**config.mk**
```make
export PLATFORM = sky130hd
export DESIGN_NAME = aes_word_packer
export DESIGN_NICKNAME = d
export VERILOG_FILES = /design/src/rtl/aes_pkg.sv /design/src/rtl/aes_word_packer.sv
export SDC_FILE = /design/constraint.sdc
export NUM_CORES = 1
export LEC_CHECK = 0
export CAP_MARGIN = 25
export CORE_MARGIN = 2
export CORE_UTILIZATION = 53
export CTS_BUF_LIST = sky130_fd_sc_hd__clkbuf_4
export DETAILED_ROUTE_END_ITERATION = 8
export PLACE_DENSITY = 0.76
export SYNTH_ARGS = -nofsm -noshare
export SYNTH_HDL_FRONTEND = slang
export SYNTH_SLANG_ARGS = --single-unit
```
**constraint.sdc**
```tcl
create_clock -name clk -period 2.5 [get_ports clk]
set_clock_uncertainty 0.1 [all_clocks]
set_input_delay 0.5 -clock clk [delete_from_list [all_inputs] [get_ports clk]]
set_output_delay 0.5 -clock clk [all_outputs]
set_load 0.03 [all_outputs]
```
**src/rtl/aes_pkg.sv**
```systemverilog
// Shared AES datapath types: word/block widths and the block type used by
// the packer, the input FIFO and the AES core.
package aes_pkg;
   localparam int WORD_W        = 32;
   localparam int BLK_W         = 128;
   localparam int WORDS_PER_BLK = 4;

   typedef logic [1:0]       word_idx_t;
   typedef logic [BLK_W-1:0] block_t;
endpackage

```
**src/rtl/aes_word_packer.sv**
```systemverilog
// Packs 32-bit words (MSW first) into 128-bit AES blocks and writes them to
// the AES input FIFO; an assembly register plus an output register give 1 word/cycle.
module aes_word_packer #(
   parameter int WORD_W = aes_pkg::WORD_W,
   parameter int BLK_W  = aes_pkg::BLK_W,
   parameter int CNT_W  = 16
) (
   input  logic              clk,
   input  logic              rst,
   input  logic              in_valid,
   input  logic [WORD_W-1:0] in_data,
   input  logic              in_last,
   output logic              in_ready,
   input  logic              fifo_full,
   output logic              fifo_wr_en,
   output logic [BLK_W-1:0]  fifo_data,
   output logic [CNT_W-1:0]  blk_cnt,
   output logic              busy
);
   import aes_pkg::*;

   localparam int N_WORDS = BLK_W / WORD_W;

   logic [BLK_W-1:0] r_asm;
   logic [BLK_W-1:0] r_obuf;
   word_idx_t        r_asm_cnt;
   logic             r_asm_done;
   logic             r_obuf_vld;
   logic [CNT_W-1:0] r_blk_cnt;

   logic             w_accept;
   logic             w_complete;
   logic             w_obuf_free;
   logic [BLK_W-1:0] w_merged;

   assign in_ready    = rst && !r_asm_done;
   assign fifo_wr_en  = rst && r_obuf_vld && !fifo_full;
   assign w_accept    = in_valid && in_ready;
   assign w_obuf_free = !r_obuf_vld || fifo_wr_en;
   assign w_complete  = w_accept && ((r_asm_cnt == word_idx_t'(N_WORDS - 1)) || in_last);

   // Slots beyond the incoming word are still zero, so a short block is padded for free.
   genvar gi;
   generate
      for (gi = 0; gi < N_WORDS; gi++) begin : g_slot
         assign w_merged[BLK_W-1-WORD_W*gi -: WORD_W] =
            (r_asm_cnt == word_idx_t'(gi)) ? in_data : r_asm[BLK_W-1-WORD_W*gi -: WORD_W];
      end
   endgenerate

   always_ff @(posedge clk) begin
      if (!rst) begin
         r_asm      <= '0;
         r_asm_cnt  <= '0;
         r_asm_done <= 1'b0;
         r_obuf     <= '0;
         r_obuf_vld <= 1'b0;
         r_blk_cnt  <= '0;
      end else begin
         if (fifo_wr_en) begin
            r_obuf_vld <= 1'b0;
            r_blk_cnt  <= r_blk_cnt + CNT_W'(1);
         end
         if (w_complete) begin
            r_asm_cnt <= '0;
            if (w_obuf_free) begin
               r_obuf     <= w_merged;
               r_obuf_vld <= 1'b1;
               r_asm      <= '0;
            end else begin
               r_asm      <= w_merged;
               r_asm_done <= 1'b1;
            end
         end else if (w_accept) begin
            r_asm     <= w_merged;
            r_asm_cnt <= r_asm_cnt + 2'd1;
         end else if (r_asm_done && w_obuf_free) begin
            // Parked block moves up as soon as the output register frees.
            r_obuf     <= r_asm;
            r_obuf_vld <= 1'b1;
            r_asm      <= '0;
            r_asm_cnt  <= '0;
            r_asm_done <= 1'b0;
         end
      end
   end

   assign fifo_data = rst ? r_obuf : '0;
   assign blk_cnt   = r_blk_cnt;
   assign busy      = rst && ((r_asm_cnt != '0) || r_asm_done || r_obuf_vld);

endmodule

```
==> summary.txt <==
Worst setup path
  • Critical Path Start: blk_cnt[9]
  • Crit path capture: blk_cnt[9]
  • R2r endpoint: r_asm[31]
  • CP Depth: 1
  • R2R cell count: 6
  • Crit-path leading delay family: buffers and inverters
  • Reg2reg start: r_asm_cnt[0]
  • Crit start category: flop
  • Critical-path top delay cell: clkdlybuf4s50_1
  • CP max stage delay: 0.71 ns
  • CP required: 1.90 ns
  • Crit path cell chain: clkdlybuf4s50_1
  • Worst-path fanout max: 4
  • Reg-to-reg slack, setup: 0.53 ns
  • Endpoint class of the critical path: output port
  • Crit Path Class: flop to output port
  • Sum of buffers and inverters on the critical path: 1
  • Arrival @ worst endpoint: 1.82 ns

Placed design
  • Dpl ws: 0.0933 ns
  • Final Wtd Congestion: 0.811
  • Placed cell areas: 13600 µm²
  • Dpl hpwl: 21500 µm
  • PortBufs: 183

Die
  • Boundary Pins: 184
  • Core area: 21600 µm²
  • Die H: 152 µm
  • Initial Util: 0.536
  • Die X: 152 µm
  • # rows: 54
  • Die area: 23100 µm²

Global routing
  • GR Util All Layers: 0.285
  • Global route total overflow: 0
  • Global-route wire length before repair: 54600 µm
  • Largest net degree at the start of global routing: 85
  • Initial antenna violation count: 1
  • Vias in the first global route: 10.7k

STA
  • Final setup TNS: 0 ns
  • Fin worst setup slack: 0.0833 ns
  • Max-slew violation count: 0
  • Final Hold Viols: 0
  • Unrepaired setup endpoints after global routing: false
  • Final min period: 2.42 ns
  • Final setup vio count: 0
  • Slew margin rel.: 0.574
  • Final Cycle Share: 0.967
  • FMAX: 414 MHz
  • Worst-Margin Slew: 0.640 ns

Route
  • Post-route ant nets: 0
  • Detail-routed via count per cell: 5.75
  • Avg WL per Cell: 17.6 µm
  • Routed wire length: 33900 µm
  • First-pass iteration count of the detailed router: 5
  • Drt first-iter violations: 795
  • Drt drc: 0
  • Via count of the routed design: 11.0k

Finish
  • Final #Nets: 1641
  • Multi-input logic area: 5480 µm²
  • Fillcell total: 1874
  • Post-layout instance area: 14400 µm²
  • FF/Latch Area: 5530 µm²
  • Area Growth Syn to Fin: 24.1%
  • Share of cells above drive strength 1: 0.193
  • Core Util, Final: 0.665

Worst hold path
  • Worst hold path class: input port to flop

Power
  • Pwr dens: 633 nW/µm²
  • P_leak: 0.00566 µW
  • Peak VDD IR: 340 µV

Clock tree
  • Sink Count: 276
  • CTS tree: built
  • Cts bufs inserted: 71
  • H-tree depth: 3
  • CTS root buf: clkbuf_4
  • Worst skew pair latency: 0.67 ns
  • Hold_buf cts: 0
  • Clock Path Buffers: 3
  • Clock-pin slew on the worst setup and hold paths: 0.07 ns

Job
  • Max Cap Violations: 0

Synth
  • Post-synth EDFFs: 0
  • Synth Register Bits: 276
  • Syn Inst Count: 1410
  • Register area share after synthesis: 0.477
  • Cell variety after synth: 50
  • Warnings, synthesis: 0
  • Mean area per synthesized cell: 8.22 µm²
  • Top_reg_cell synth: dfxtp_1
  • Post-synthesis cell area: 11600 µm²
  • Post-Synthesis Net Count: 1452
  • Synth async-reset ratio: 0

Outcome
  • Status: finished, final reports clean
report_power, final:
| group | switching, µW | internal (µW) | total [µW] |
|---|---|---|---|
| sequential | 70.4 | 4530 | 4600 |
| combinational | 592 | 348 | 940 |
| clock | 1770 | 1800 | 3560 |
| total | 2430 | 6670 | 9100 |
through the flow:
| step | instances | power (µW) | hold WS, ns |
|---|---|---|---|
| 4_1_cts | 1920 | 9150 | 0.0574 |
| 5_1_grt | 1922 | 9470 | 0.0659 |
| 3_5_place_dp | 1806 | 5620 | 0.358 |
| 2_1_floorplan | 1410 | 5220 | 0.346 |
| 6_report | 1922 | 9100 | 0.0862 |
| 3_3_place_gp | 1806 | 5600 | 0.353 |
area by class of cell:
type / count / area share
multi-input combinational: 999 / 0.381
antenna: 2 / 0.000348
tap: 280 / 0.0244
clock buffer: 98 / 0.0511
inverter: 7 / 0.00183
sequential: 276 / 0.384
timing repair buffer: 244 / 0.153
clock inverter: 16 / 0.00435
tightest hold or removal path: stages:
cell	delay (ns)
buf_8	0.15
o21ai_0	0.09
a31oi_1	0.04
repair_timing:
action                     4_1_cts  5_1_grt
setup endpoints to repair        1        2
resized for setup                3        3
buffers inserted                 0        0
pin swaps                        1        0
cells in the mapped netlist, types with 7 or more instances:
| library cell | n | area (µm²) |
|---|---|---|
| nand3_1 | 8 | 40.0 |
| buf_4 | 12 | 90.1 |
| a31oi_1 | 96 | 601 |
| inv_1 | 7 | 26.3 |
| o21ai_0 | 100 | 500 |
| o22ai_1 | 128 | 801 |
| a21oi_1 | 8 | 40.0 |
| mux2i_1 | 33 | 330 |
| dfxtp_1 | 276 | 5530 |
| nor2_1 | 44 | 165 |
| buf_2 | 53 | 265 |
| xor2_1 | 8 | 70.1 |
| nand2_1 | 366 | 1370 |
| clkbuf_1 | 53 | 199 |
| and2_1 | 130 | 813 |
| a211oi_1 | 32 | 240 |
worst min-delay path by stage:
stage                     startpoint     endpoint  slack, ns  cells after the start
after global placement     r_asm[30]    r_asm[30]       0.35                      2
after floorplan            r_asm[28]    r_asm[28]       0.35                      2
after CTS                        rst  r_obuf[110]       0.06                      3
after global routing             rst  r_obuf[110]       0.07                      3
after detailed placement   r_asm[30]    r_asm[30]       0.36                      2
final                            rst  r_obuf[110]       0.09                      3
metal layers:
metal / routed length, µm / GRT usage / vias to the layer above
met3: 2810 / 0.0531 / 70
met4: 921 / 0.119 / 0
met2: 15600 / 0.459 / 490
met1: 14600 / 0.377 / 5191
met5: 0 / 0 / -
li1: - / - / 5295
cell families after synthesis:
family	Yosys count	synth area share
AO/OA/AOI/OAI	379	0.201
buffers and inverters	135	0.0557
adder cells (fa/ha/maj)	5	0.00540
AND/OR/NAND/NOR	573	0.226
multiplexers	33	0.0285
XOR/XNOR	9	0.00680
flip-flops	276	0.477
flip-flops by register name (all words and copies together), names as in the netlist:
name        count
blk_cnt        16
r_asm         128
r_asm_cnt       2
r_asm_done      1
r_obuf        128
r_obuf_vld      1
cell usage in the layout (no fill, tap or decap), types with 8 or more instances in the layout:
| cell type | instances |
|---|---|
| clkinv_1 | 11 |
| nor2_1 | 44 |
| clkdlybuf4s50_1 | 50 |
| o22ai_1 | 128 |
| clkbuf_4 | 98 |
| buf_4 | 174 |
| a21oi_1 | 8 |
| buf_12 | 18 |
| nand2_1 | 366 |
| dfxtp_1 | 276 |
| o21ai_0 | 100 |
| a31oi_1 | 96 |
| and2_1 | 130 |
| xor2_1 | 8 |
| mux2i_1 | 33 |
| a211oi_1 | 32 |
Note: power is estimated with default switching activity, not from simulation.
